==> src/rtl/product_sign_correct_pipe_if.sv <==
// Handshake bundle between the Vedic magnitude core and the vector writeback.
// Input side: in_valid/in_ready, product, sign_a, sign_b, opcode and precision.
// Output side: out_valid/out_ready and result. master drives inputs; slave is the pipe.
interface product_sign_correct_pipe_if #(
    parameter int WIDTH = 8
);
    logic                 in_valid;
    logic                 in_ready;
    logic [8*WIDTH-1:0]   product;
    logic [3:0]           sign_a;
    logic [3:0]           sign_b;
    logic [1:0]           opcode;
    logic [1:0]           precision;
    logic                 out_valid;
    logic                 out_ready;
    logic [4*WIDTH-1:0]   result;

    modport master (
        output in_valid, product, sign_a, sign_b, opcode, precision, out_ready,
        input  in_ready, out_valid, result
    );

    modport slave (
        input  in_valid, product, sign_a, sign_b, opcode, precision, out_ready,
        output in_ready, out_valid, result
    );
endinterface

==> src/rtl/product_sign_correct_pipe.sv <==
// Restores the signed product per lane (segmented two's complement) and picks the low/high half.
// Latency 2 cycles from input transfer to out_valid; throughput 1 result per cycle.
// Backpressure: stage 2 holds while out_ready=0, stage 1 then fills and in_ready drops.
// Ports: clk, rst_n (async active-low); bus (slave): in_valid/in_ready + product, sign_a,
//        sign_b, opcode, precision in; out_valid/out_ready + result out.
module product_sign_correct_pipe #(
    parameter int WIDTH = 8
) (
    input  logic                          clk,
    input  logic                          rst_n,
    product_sign_correct_pipe_if.slave    bus
);
    localparam int LW8  = 2 * WIDTH;   // product lane width at 8-bit precision
    localparam int LW16 = 4 * WIDTH;   // product lane width at 16-bit precision
    localparam int PW   = 8 * WIDTH;   // full product width
    localparam int RW   = 4 * WIDTH;   // result width

    typedef struct packed {
        logic [PW-1:0] prod;
        logic [1:0]    opcode;
        logic [1:0]    precision;
    } s1_t;

    s1_t           s1_dat;
    s1_t           s1_nxt;
    logic          s1_valid;
    logic          s2_valid;
    logic [RW-1:0] s2_result;
    logic [RW-1:0] sel_result;
    logic          s1_advance;
    logic          in_rdy;
    logic [3:0]    neg_byte;
    logic [PW-1:0] corr_8;
    logic [PW-1:0] corr_16;
    logic [PW-1:0] corr_32;
    logic          sel_hi;

    assign s1_advance    = !s2_valid || bus.out_ready;
    assign in_rdy        = !s1_valid || s1_advance;
    assign bus.in_ready  = in_rdy;
    assign bus.out_valid = s2_valid;
    assign bus.result    = s2_result;

    // Per-byte negate flags; each precision reads the flag of its lane's most significant byte.
    assign neg_byte = bus.sign_a ^ bus.sign_b;

    // All three segmentations are built in parallel; unary minus at the lane width drops
    // the carry out of the lane, so a zero magnitude stays zero and lanes never interact.
    always_comb begin
        corr_8  = '0;
        corr_16 = '0;
        for (int i = 0; i < 4; i++) begin
            corr_8[LW8*i +: LW8] = neg_byte[i] ? -bus.product[LW8*i +: LW8]
                                               :  bus.product[LW8*i +: LW8];
        end
        for (int j = 0; j < 2; j++) begin
            corr_16[LW16*j +: LW16] = neg_byte[2*j+1] ? -bus.product[LW16*j +: LW16]
                                                      :  bus.product[LW16*j +: LW16];
        end
        corr_32 = neg_byte[3] ? -bus.product : bus.product;
    end

    always_comb begin
        s1_nxt           = '0;
        s1_nxt.opcode    = bus.opcode;
        s1_nxt.precision = bus.precision;
        case (bus.precision)
            2'b01:   s1_nxt.prod = corr_16;
            2'b10:   s1_nxt.prod = corr_32;
            default: s1_nxt.prod = corr_8;   // 00 and the reserved 11 both mean 8-bit
        endcase
    end

    // Stage 2 half select: only MUL keeps the low half; every other opcode wants the high half.
    assign sel_hi = (s1_dat.opcode != 2'b00);

    always_comb begin
        sel_result = '0;
        case (s1_dat.precision)
            2'b01: begin
                for (int j = 0; j < 2; j++) begin
                    sel_result[LW8*j +: LW8] = sel_hi ? s1_dat.prod[LW16*j+LW8 +: LW8]
                                                      : s1_dat.prod[LW16*j +: LW8];
                end
            end
            2'b10: begin
                sel_result = sel_hi ? s1_dat.prod[PW-1:RW] : s1_dat.prod[RW-1:0];
            end
            default: begin
                for (int i = 0; i < 4; i++) begin
                    sel_result[WIDTH*i +: WIDTH] = sel_hi ? s1_dat.prod[LW8*i+WIDTH +: WIDTH]
                                                          : s1_dat.prod[LW8*i +: WIDTH];
                end
            end
        endcase
    end

    // Stage 1: load only on an input transfer; valid follows in_valid whenever the slot frees.
    always_ff @(posedge clk or negedge rst_n) begin
        if (!rst_n) begin
            s1_valid <= 1'b0;
            s1_dat   <= '0;
        end else if (in_rdy) begin
            s1_valid <= bus.in_valid;
            if (bus.in_valid) begin
                s1_dat <= s1_nxt;
            end
        end
    end

    // Stage 2: result only changes when a new s1 entry moves in, so it is stable under stall.
    always_ff @(posedge clk or negedge rst_n) begin
        if (!rst_n) begin
            s2_valid  <= 1'b0;
            s2_result <= '0;
        end else if (s1_advance) begin
            s2_valid <= s1_valid;
            if (s1_valid) begin
                s2_result <= sel_result;
            end
        end
    end
endmodule

==> src/flat_wrapper.sv <==
// flat-port wrapper written by rule: the top's interface ports become plain ports
module product_sign_correct_pipe_flat 
#(
    parameter int WIDTH = 8
)
  (clk, rst_n, bus_in_valid, bus_product, bus_sign_a, bus_sign_b, bus_opcode, bus_precision, bus_out_ready, bus_in_ready, bus_out_valid, bus_result);
  product_sign_correct_pipe_if #(.WIDTH(WIDTH)) bus_i ();
  input  logic clk;
  input  logic rst_n;
  input wire logic [$bits(bus_i.in_valid)-1:0] bus_in_valid;
  input wire logic [$bits(bus_i.product)-1:0] bus_product;
  input wire logic [$bits(bus_i.sign_a)-1:0] bus_sign_a;
  input wire logic [$bits(bus_i.sign_b)-1:0] bus_sign_b;
  input wire logic [$bits(bus_i.opcode)-1:0] bus_opcode;
  input wire logic [$bits(bus_i.precision)-1:0] bus_precision;
  input wire logic [$bits(bus_i.out_ready)-1:0] bus_out_ready;
  output wire logic [$bits(bus_i.in_ready)-1:0] bus_in_ready;
  output wire logic [$bits(bus_i.out_valid)-1:0] bus_out_valid;
  output wire logic [$bits(bus_i.result)-1:0] bus_result;
  assign bus_i.in_valid = bus_in_valid;
  assign bus_i.product = bus_product;
  assign bus_i.sign_a = bus_sign_a;
  assign bus_i.sign_b = bus_sign_b;
  assign bus_i.opcode = bus_opcode;
  assign bus_i.precision = bus_precision;
  assign bus_i.out_ready = bus_out_ready;
  assign bus_in_ready = bus_i.in_ready;
  assign bus_out_valid = bus_i.out_valid;
  assign bus_result = bus_i.result;
  product_sign_correct_pipe #(.WIDTH(WIDTH)) u_core (.clk(clk), .rst_n(rst_n), .bus(bus_i));
endmodule
==> config.mk <==
export PLATFORM = sky130hd
export DESIGN_NAME = product_sign_correct_pipe_flat
export DESIGN_NICKNAME = d
export VERILOG_FILES = /design/src/rtl/product_sign_correct_pipe_if.sv /design/src/rtl/product_sign_correct_pipe.sv /design/src/flat_wrapper.sv
export SDC_FILE = /design/constraint.sdc
export NUM_CORES = 1
export LEC_CHECK = 0
export ABC_AREA = 0
export CELL_PAD_IN_SITES_DETAIL_PLACEMENT = 0
export CELL_PAD_IN_SITES_GLOBAL_PLACEMENT = 1
export CORE_MARGIN = 5
export CORE_UTILIZATION = 45
export DETAILED_ROUTE_END_ITERATION = 10
export GPL_ROUTABILITY_DRIVEN = 1
export PLACE_DENSITY = 0.94
export SYNTH_ARGS = -nofsm -noshare
export SYNTH_HDL_FRONTEND = slang
export SYNTH_SLANG_ARGS = --single-unit
==> constraint.sdc <==
create_clock -name clk -period 3.3 [get_ports clk]
set_input_delay 0.66 -clock clk [delete_from_list [all_inputs] [get_ports clk]]
set_output_delay 0.66 -clock clk [all_outputs]
set_load 0.05 [all_outputs]
==> impl_results.md, run 1 <==
* Status: finished, final reports clean
* IO Count at 114
* Most frequent cells in the layout: 214 x nand2_1, 138 x buf_4, 127 x o21ai_0, 112 x clkdlybuf4s50_1, 110 x nor2_1
* Max Buffers Root-to-Sink at 2
* Area contributors post-synth: dfrtp_1 28%, nand2_1 8.9%, o21ai_0 7.0%
* Core outline area at 20,040 um2
* PwrDens at 490.8 nW/um2
* GRT Util Overall at 29.31%
* Async SR Flop Fraction at 100.0%
* Final worst slack at 267.8 ps
* Post-synth EDFFs at 0
* Total grt overflow at 0
* Setup CP Type: input pin to flop
* CTS Buf Count at 9
* Vias per inst at 6.391
* Hold-fix buffers, CTS at 0
* Finish-stage setup viols at 0
* Hold crit path type: input pin to async pin
* DR WL/cell at 20.91 um
* Cell Area, Synth at 9075 um2
* Worst vdd ir at 0.2093 mV
* Worst skew pair latency at 370 ps
* Layout Cells excl Fill at 1,686
* Placed cells at 1,670
* Final worst-path cycle share at 91.88%
* Clock Tree Root: clkbuf_16
* DP Worst Slack at -92.36 ps
* Layout cells sized above 1 at 13.70%
* Syn nets at 1,340
* Initial Util at 45.29%
* Cell Rows at 52
* Die height at 152.0 um
* Dpl hpwl at 26,390 um
* Clock Skews at 15.52 ps
* Sink Count at 102
* Htree depth at 3
* Final Util at 57.59%
* Ys Warns at 0
* Post-CTS Resized at 0
* WP data arrival at 3290 ps
* Antenna diode count at 0
* Via count at 10,780
* Postcts setup bufs at 0
* Final net count at 1,499
* Global-route wire length before repair at 55,320 um
* I/O Buffers at 113
* Area Overhead vs Synth at 27.18%
* CP endpoint kind: flop
* Total die area at 23,110 um2
* Initial antenna violation count at 0
* RSZ-0062 raised after global routing: no
* Antenna viol nets, final at 0
* Crit-path max FO at 4
* Crit path required time at 3550 ps
* Leak at 4.773 nW
* Count of cell types in the netlist at 78
* Pin count of the biggest net entering global routing at 66
* Fin. max-slew vios at 0
* Max-cap viol count at 0
* Final worst path period need at 3032 ps
* Chip Width at 152.0 um
* WL final at 35,250 um
* Synth area leader: dfrtp_1
* Worst-path clk slew at 80 ps
* Commonest non-fill, non-tap cell in the layout: nand2_1
* Routability cong. at 1.045
* Area fraction of the dominant cell type after synthesis at 28.13%
* FMAX at 329.8 MHz
* Endpoints failing hold at 0
* TritonRoute pass-1 iters at 6
* DRT iter0 DRCs at 1,334
* Max-slew headroom at 30.27%
* CP startpoint kind: input pin
* DRC violations left at 0
* #FFs+latches synth at 102
* Register area share after synthesis at 28.13%
* Cell count after synthesis at 1,252
* Predominant post-synthesis flop cell: dfrtp_1
* Avg Cell Area, Syn at 7.248 um2
* CTS tree: yes
* Worst slew pin tran at 1041 ps
* Vias in the first global route at 9,959
==> worst max-delay path, stage by stage <==
cell and delay [ps]:
clkdlybuf4s50_1 450, or4_1 580, or4_1 500, or4_4 470, nor3_2 140, mux2i_1 180
o21ai_0 100, a22o_1 200
==> report_power, final <==
| group | internal, mW | switching [mW] | total (mW) |
|---|---|---|---|
| clock network | 0.640 | 0.547 | 1.19 |
| logic | 0.982 | 1.63 | 2.61 |
| registers | 1.56 | 0.310 | 1.87 |
| total | 3.18 | 2.49 | 5.66 |
==> synth_stat cells, types with 21 or more instances <==
library cell,number
a21o_1,21
a21oi_1,68
a221oi_1,21
a31oi_1,32
clkbuf_1,89
dfrtp_1,102
nand2_1,216
nand3_1,29
nor2_1,111
nor3_1,43
nor4_1,22
o21ai_0,127
o221ai_1,24
xor2_1,31
==> flip-flops by register name (all words and copies together), names as in the netlist <==
| register | count |
|---|---|
| u_core.s1_valid | 1 |
| u_core.s1_dat | 68 |
| u_core.bus.result | 32 |
| u_core.bus.out_valid | 1 |
==> path summary, 6_finish.rpt <==
path | from | endpoint | slack (ps) | cells past startpoint
setup / recovery | bus_product[29] | u_core.s1_dat[47] | 270 | 8
hold / removal | rst_n | u_core.s1_dat[25] | 380 | 1
setup reg to reg | u_core.s1_dat[0] | u_core.bus.result[13] | 1050 | 6
hold reg to reg | u_core.bus.result[8] | u_core.bus.result[8] | 480 | 1
max in group asynchronous | rst_n | u_core.bus.result[31] | 2160 | 2
min in group clk | u_core.bus.result[8] | u_core.bus.result[8] | 480 | 1
==> per-stage QoR <==
stage          cell area [um2]  hold WS, ps  setup TNS, ps  power (mW)
2_1_floorplan             9075        364.4              0       3.425
3_3_place_gp             11220        458.9         -95.56       4.391
3_5_place_dp             11220        465.9         -177.5       4.453
4_1_cts                  11540        424.4              0       5.620
5_1_grt                  11540        445.5              0       5.926
6_report                 11540        379.9              0       5.665
==> cell families (layout without fill, tap and decap cells) <==
group	Yosys count	count (layout)	share of synthesized area [%]
compound gates	407	407	29.33
xor+xnor	51	51	4.922
fa+ha+maj	8	8	1.103
buf+inv	128	292	6.342
flops	102	102	28.13
mux	6	6	0.6894
simple gates	550	550	29.49
==> routing by layer <==
metal	up-vias	GRT usage (%)	part of all wire, %
met5	-	0	0
met4	0	11.30	3.7
met3	114	5.973	12
met2	683	45.85	44
met1	5007	40.05	40
li1	4971	-	-
==> layout make-up <==
class	count	area, um2
clock buffer	11	252.7
clock inverter	5	65.06
fill	1916	8498
inverter	20	75.07
multi-input combinational	1022	5981
sequential	102	2552
tap	270	337.8
timing repair buffer	256	2277
No activity file was read; power rests on OpenSTA's default activity.
==> inputs of run 2 (changes only) <==
Settings changed: SKIP_LAST_GASP set to 1.
==> results of run 2 <==
The final DEF is identical to that of run 1; final timing and power are the same.
